File: src/rtl/multicycle_sequencer.sv
// multicycle_sequencer
// Control-state sequencer for the multi-cycle MIPS core. Steps each instruction
// through IF/ID/EXEC/MEM/WB. It produces the fetch-stage enables, a retire pulse
// on the last cycle of each instruction, and a sticky illegal-instruction flag.
//
// Optional feature: define SEQ_PERF_COUNT_EN to implement the retired-instruction
// and run-cycle counters. When it is undefined, both counters read 32'd0 and no
// count registers exist.
module multicycle_sequencer (
    input  logic        clk,
    input  logic        rst_n,
    input  logic        run,
    input  logic [5:0]  opcode,
    input  logic [5:0]  funct,
    input  logic        mem_ready,
    output logic [2:0]  state,
    output logic        fetch_req,
    output logic        ir_we,
    output logic        pc_inc_we,
    output logic        retire,
    output logic        illegal,
    output logic [31:0] instr_count,
    output logic [31:0] cycle_count
);

    typedef enum logic [2:0] {
        S_IF   = 3'd0,
        S_ID   = 3'd1,
        S_EXEC = 3'd2,
        S_MEM  = 3'd3,
        S_WB   = 3'd4
    } state_t;

    localparam logic [5:0] OP_RTYPE = 6'b000000;
    localparam logic [5:0] OP_J     = 6'b000010;
    localparam logic [5:0] OP_JAL   = 6'b000011;
    localparam logic [5:0] OP_BEQ   = 6'b000100;
    localparam logic [5:0] OP_BNE   = 6'b000101;
    localparam logic [5:0] OP_ADDI  = 6'b001000;
    localparam logic [5:0] OP_XORI  = 6'b001110;
    localparam logic [5:0] OP_LW    = 6'b100011;
    localparam logic [5:0] OP_SW    = 6'b101011;

    localparam logic [5:0] FN_JR    = 6'b001000;
    localparam logic [5:0] FN_ADD   = 6'b100000;
    localparam logic [5:0] FN_SUB   = 6'b100010;
    localparam logic [5:0] FN_SLT   = 6'b101010;

    state_t state_q;
    state_t next_state;
    logic   set_illegal;
    logic   illegal_q;

    logic is_lw, is_sw, is_j, is_jal, is_beq, is_bne, is_xori, is_addi;
    logic is_rtype, is_alu_r, is_jr, is_legal;
    logic fetch_raw, ir_we_raw, retire_raw;

    // Instruction class decode from the IR opcode/funct fields
    always_comb begin
        is_lw    = (opcode == OP_LW);
        is_sw    = (opcode == OP_SW);
        is_j     = (opcode == OP_J);
        is_jal   = (opcode == OP_JAL);
        is_beq   = (opcode == OP_BEQ);
        is_bne   = (opcode == OP_BNE);
        is_xori  = (opcode == OP_XORI);
        is_addi  = (opcode == OP_ADDI);
        is_rtype = (opcode == OP_RTYPE);
        is_alu_r = is_rtype && ((funct == FN_ADD) || (funct == FN_SUB) || (funct == FN_SLT));
        is_jr    = is_rtype && (funct == FN_JR);
        is_legal = is_lw || is_sw || is_j || is_jal || is_beq || is_bne ||
                   is_xori || is_addi || is_alu_r || is_jr;
    end

    // Next-state and combinational control outputs for the current state
    always_comb begin
        // NOTE: every signal gets a default first so no path leaves it unassigned
        // (which would infer a latch); each state arm only overrides what it uses.
        next_state  = S_IF;
        fetch_raw   = 1'b0;
        ir_we_raw   = 1'b0;
        retire_raw  = 1'b0;
        set_illegal = 1'b0;
        case (state_q)
            S_IF: begin
                fetch_raw = run;
                if (run && mem_ready) begin
                    ir_we_raw  = 1'b1;
                    next_state = S_ID;
                end else begin
                    next_state = S_IF;
                end
            end
            S_ID: begin
                if (!is_legal) begin
                    set_illegal = 1'b1;
                end else if (is_j) begin
                    retire_raw = 1'b1;
                end else begin
                    next_state = S_EXEC;
                end
            end
            S_EXEC: begin
                if (is_lw || is_sw || is_jal || is_beq || is_bne) begin
                    next_state = S_MEM;
                end else if (is_alu_r || is_xori || is_addi) begin
                    next_state = S_WB;
                end else if (is_jr) begin
                    retire_raw = 1'b1;
                end
            end
            S_MEM: begin
                if (is_lw) begin
                    next_state = mem_ready ? S_WB : S_MEM;
                end else if (is_sw) begin
                    if (mem_ready) begin
                        retire_raw = 1'b1;
                    end else begin
                        next_state = S_MEM;
                    end
                end else if (is_jal) begin
                    retire_raw = 1'b1;
                end else if (is_beq || is_bne) begin
                    next_state = S_WB;
                end
            end
            S_WB: begin
                retire_raw = 1'b1;
            end
            default: begin
                // Unreachable encodings fall back to IF without side effects
                next_state = S_IF;
            end
        endcase
    end

    // Outputs are forced low while reset is held, even though state already reads IF
    always_comb begin
        fetch_req = fetch_raw  && rst_n;
        ir_we     = ir_we_raw  && rst_n;
        pc_inc_we = ir_we_raw  && rst_n;
        retire    = retire_raw && rst_n;
    end

    // State register and sticky illegal flag
    always_ff @(posedge clk or negedge rst_n) begin
        if (!rst_n) begin
            state_q   <= S_IF;
            illegal_q <= 1'b0;
        end else begin
            // NOTE: registered state uses non-blocking assignment so every flop
            // samples pre-edge values, independent of statement order.
            state_q <= next_state;
            if (set_illegal) begin
                illegal_q <= 1'b1;
            end
        end
    end

    assign state   = state_q;
    assign illegal = illegal_q;

`ifdef SEQ_PERF_COUNT_EN
    logic [31:0] instr_q;
    logic [31:0] cycle_q;

    // Performance counters: retired instructions and run-enabled cycles, both wrapping
    always_ff @(posedge clk or negedge rst_n) begin
        if (!rst_n) begin
            instr_q <= 32'd0;
            cycle_q <= 32'd0;
        end else begin
            if (retire) begin
                instr_q <= instr_q + 32'd1;
            end
            if (run) begin
                cycle_q <= cycle_q + 32'd1;
            end
        end
    end

    assign instr_count = instr_q;
    assign cycle_count = cycle_q;
`else
    assign instr_count = 32'd0;
    assign cycle_count = 32'd0;
`endif

endmodule

File: config.mk
export PLATFORM = sky130hd
export DESIGN_NAME = multicycle_sequencer
export DESIGN_NICKNAME = d
export VERILOG_FILES = /design/src/rtl/multicycle_sequencer.sv
export SDC_FILE = /design/constraint.sdc
export NUM_CORES = 1
export LEC_CHECK = 0
export BUFFER_PORTS_ARGS = -buffer_cell sky130_fd_sc_hd__buf_2
export CAP_MARGIN = 15
export CORE_AREA = 2 2 53 55
export DETAILED_ROUTE_END_ITERATION = 8
export DIE_AREA = 0 0 55 57
export GPL_ROUTABILITY_DRIVEN = 0
export PLACE_DENSITY_LB_ADDON = 0.25
export SETUP_SLACK_MARGIN = 0.02
export SKIP_LAST_GASP = 1
export SLEW_MARGIN = 10
export SYNTH_ARGS = -nofsm -noshare
export SYNTH_HDL_FRONTEND = slang
export SYNTH_SLANG_ARGS = --single-unit
File: constraint.sdc
create_clock -name clk -period 2.4 [get_ports clk]
set_input_delay 0.48 -clock clk [delete_from_list [all_inputs] [get_ports clk]]
set_output_delay 0.48 -clock clk [all_outputs]
set_load 0.05 [all_outputs]
; ---- Word-level counts from Yosys, hierarchy flattened
; Index checks and enable logic that the tools add are counted.
[word_totals]
register_bits = 4
latch_bits = 0
ramBits = 0
romBits = 0
input_bits = 16
output_inout_bits = 72
word_cells = 70
memories = 0
[op_classes]
addsub = 0
n_mul = 0
div_mod_pow = 0
magnitude_cmp = 0
n_eq_ne = 16
n_shift = 0
n_mux = 27
bitwise = 0
reduce_logical = 25
[ops]
columns = op, n
row1 = 6-bit equality test (second input constant), 5
row2 = 3-bit two-way mux, 7
row3 = 6-bit by 4-bit equality test with 1-bit output (second input constant), 3
row4 = 1-bit logical OR, 17
row5 = 1-bit two-way mux, 15
row6 = 6-bit by 2-bit equality test with 1-bit output (second input constant), 2
row7 = 6-bit by 3-bit equality test with 1-bit output (second input constant), 2
row8 = 3-bit one-hot mux with 4 select lines, 1
row9 = 3-bit by 2-bit equality test with 1-bit output (second input constant), 2
row10 = 1-bit logical AND, 6
row11 = 6-bit zero test, 1
row12 = 2-bit two-way mux, 3
row13 = 1-bit one-hot mux with 4 select lines, 1
row14 = 3-bit by 1-bit equality test with 1-bit output (second input constant), 1
row15 = 3-bit equality test (second input constant), 1
row16 = 3-bit zero test, 1

; ---- Depth between registers and ports, before layout
[depth]
depth_word = 13
depth_mapped = 5
ltp_nobuf = 4

; ---- Least setup slack after synthesis
; No wires, ideal clock.
[synth_timing]
path_type = flip-flop to output port
start = register state_q[0], in the netlist state[0]
end = output retire
arrival_ns = 2.152
required_time_ns = 1.920
slack_ns = -0.232
path_stages_with_launch = 6
n_path_buf = 1
path_cell_list = dfrtp_1 buf_2 nor3b_1 a32o_1 nand2_1 a21boi_1
[synth_via]
elab_chain_len = 3
word_cells_on_any_way = 6
cone_classes = eq/ne (4) / mux (1) / reduce/logical (1)
[synth_rtl]
columns = item, line
row1 = start: declaration, 49  ; state_t state_q;
row2 = start signal: assignment, 153  ; state_q <= next_state;
row3 = "3-bit equality test, or another cell as far along", 84  ; case (state_q)
row4 = 1-bit one-hot mux with 4 select lines *, 84
row5 = 1-bit logical AND *, 142  ; retire = retire_raw && rst_n;
row6 = end: declaration, 20  ; output logic retire,
; Every way passes the cells marked *; elsewhere a longest branch is shown, timed or not.

; ---- Worst setup path in the final report
[layout_timing]
start = input opcode[3]
end = output retire
[layout_via]
elab_chain_len = 13
word_cells_on_any_way = 35
cone_classes = eq/ne (8) / mux (9) / reduce/logical (18)
[layout_rtl]
columns = item, line
row1 = start: declaration, 13  ; input logic [5:0] opcode,
row2 = 6-bit equality test (on tied branches), "60, 61"
row3 = 1-bit logical OR, "71, 104"
row4 = 1-bit logical OR (5 in series), 71  ; is_legal = is_lw || is_sw || is_j || is_jal || is_beq || is_bne ||
row5 = 1-bit logical OR (3 in series), 72  ; is_xori || is_addi || is_alu_r || is_jr;
row6 = 1-bit two-way mux, 95  ; if (!is_legal) begin
row7 = 1-bit one-hot mux with 4 select lines *, 84
row8 = 1-bit logical AND *, 142
; Marks and branches as above.

==> impl_results.md <==
* Clock root buffer master: clkbuf_4
* Clk Latency, worst-skew pair at about 0.23 ns
* Worst-path clk slew at 0.04 ns
* Final setup viols at 0
* Startpoint Class: input port
* Max Clk Rate at approximately 0.46 GHz
* Routed vias/inst at just over 4
* Postcts setup bufs at 0
* Fraction of registers with async set/reset at 100%
* CP arrival at between 1.5 and 2 ns
* Synth warn at 0
* Count leader, synth: buf_4
* DRC at 0
* Share of the synthesized area in the top cell type at around 50%
* Hold WC Path Type: input port to asynchronous set/reset pin
* CTS Buf Count at 3
* Synth Area in Adders at 0%
* Primary FF master, synth: dfrtp_1
* Core Footprint at 2620 um2
* Aggregate global-route resource usage at 10.4%
* Register bit total from synthesis at 4
* Final ANT Viol Nets at 0
* DR vias at between 700 and 800
* Period utilization at a little over 90%
* Drt initial violations at 3
* DR WL/cell at about 9.1 um
* Initial antenna violation count at 0
* Slew Viols, Final at 0
* Cell taking the most area after synthesis: buf_4
* Synth area leaders: buf_4, dfrtp_1, nand2b_1
* Die width at approximately 55 um
* Mux cell area share after synthesis at 0%
* Synth Area in Compound Gates at 13.4%
* Leak at between 0.4 and 0.5 nW
* IO Pins at 88
* Nets@finish at 167
* Buffers on Ports at 23
* Fillers at approximately 290
* Die span in y at 57 um
* Final hold vios at 0
* Power Total at 0.000462 W
* CP Max Fanout at 10
* RSZ-0062 raised after global routing: false
* Layout area overhead at -6.27%
* Post-DP HPWL at ~1400 um
* Setup TNS at 0 ns
* Xor/xnor share of the synthesized area at 0.877%
* Pwr/cell area at slightly below 500 nW/um2
* Congestion Overflow GR at 0
* Vias in the first global route at 563
* Largest net degree at the start of global routing at 12
* Post-synth EDFFs at 0
* Seq/Total Area, Yosys at about a tenth
* DRT Pass-1 Iters at 4
* Fin crit period at ~2.2 ns
* Row count at 19
* Final wirelength at 1640 um
* Antenna cells at 0
* Clock skew at 0.00211 ns
* Setup Crit Path Kind: input port to primary output
* Status: completed
* Post-Synth Simple-Gate Area at around a quarter
* Max Root-Sink Buffers at 2
* Top cells by count, synth: buf_4, nand2b_1, dfrtp_1, nand2_1, nand3_1
* Crit end category: primary output
* Clk sink count at 4
* Peak supply drop at 0.280 mV
* Mapped Area at around 1000 um2
* Full die area at between 3000 and 4000 um2
* H-tree depth reported by CTS at 1
* Req. time, crit path at around 1.9 ns
* Layout cell share with drive strength beyond 1 at between 20% and 30%
* Largest family of logic cells by synthesized area: buffers and inverters
* Global-route wire length before repair at 2490 um
* Initial core utilization at 38.2%
* Synth cell types at 38
* Syn avg cell area at 7.92 um2
* Max-cap violations at 0
* CTS tree: yes
* Post-Synthesis Cells at ~130
routing by layer:
metal | part of all wire, % | up-vias | global-route usage, %
li1 | - | 357 | -
met1 | 40 | 328 | 13.0
met2 | 47 | 56 | 17.7
met3 | 13 | 0 | 2.88
met4 | 0 | 0 | 2.09
met5 | 0 | - | 0
path summary, 6_finish.rpt:
kind | cells after the start | slack (ns) | start | to
worst max-delay path | 6 | 0.20 | opcode[3] | retire
worst min-delay path | 1 | 0.06 | rst_n | state[0]
worst max register to register | 4 | 1.09 | state[2] | state[1]
worst min register to register | 1 | 0.46 | illegal | illegal
max in group asynchronous | 1 | 2.20 | rst_n | state[1]
min in group clk | 1 | 0.46 | illegal | illegal
where the power goes:
part	total, W	internal (W)	switching [W]
registers	0.0000751	0.0000699	0.00000523
clock network	0.0000801	0.0000557	0.0000244
logic	0.000306	0.0000333	0.000273
total	0.000462	0.000159	0.000303
logic make-up after synthesis:
family,Yosys count
buffers and inverters,69
AO/OA/AOI/OAI,15
other,1
XOR/XNOR,1
flip-flops,4
AND/OR/NAND/NOR,36
layout make-up:
cell class                      count  area [um2]  share of cell area, %
Clock buffer                        3        22.5                   2.41
Timing Repair Buffer               25         133                   14.2
Sequential cell                     4         100                   10.7
Tap cell                           31        38.8                   4.14
Multi-Input combinational cell    116         638                   68.2
Inverter                            1        3.75                  0.401
through the flow:
stage	instance area (um2)	hold WS, ns	std cells	util (%)	setup WS (ns)
2_1_floorplan	1240	0.184	189	-	0.0477
3_3_place_gp	903	0.303	177	34.5	0.176
3_5_place_dp	903	0.305	177	34.5	0.161
4_1_cts	926	0.0570	180	35.4	0.0986
5_1_grt	936	0.0524	180	35.8	0.0374
6_report	936	0.0610	180	35.8	0.204
worst max-delay path: stages:
cell       delay [ns]
buf_2            0.15
or2_2            0.29
a2111oi_2        0.30
a22oi_1          0.13
a21boi_2         0.13
clkbuf_4         0.23
flip-flops by register name, summed over array words and instances, names as in the netlist:
signal and count:
state 3, illegal 1
repair_timing:
item                                    4_1_cts  5_1_grt
hold buffers                                  0        0
endpoints found under the setup margin        0        1
endpoints found under the hold margin         0        0
resized for setup                             0        3
layout by cell type (no fill, tap or decap), drive strengths merged:
cell,n
conb,64
o21ai,2
buf,24
nor4,3
nand2,4
and2,1
a21boi,1
inv,1
xor2,1
dfrtp,4
a2111oi,2
a22oi,1
o41a,1
nor2,3
a31o,1
nand4,1
o211ai,1
or3b,1
nand3b,3
clkbuf,4
nor3b,3
a32oi,1
a32o,1
a21oi,2
nor4b,2
nand4b,1
or2,2
o2111ai,1
and3,2
o22ai,1
nor2b,1
nand2b,5
nand3,4
Power figures use the tool's default switching activity.
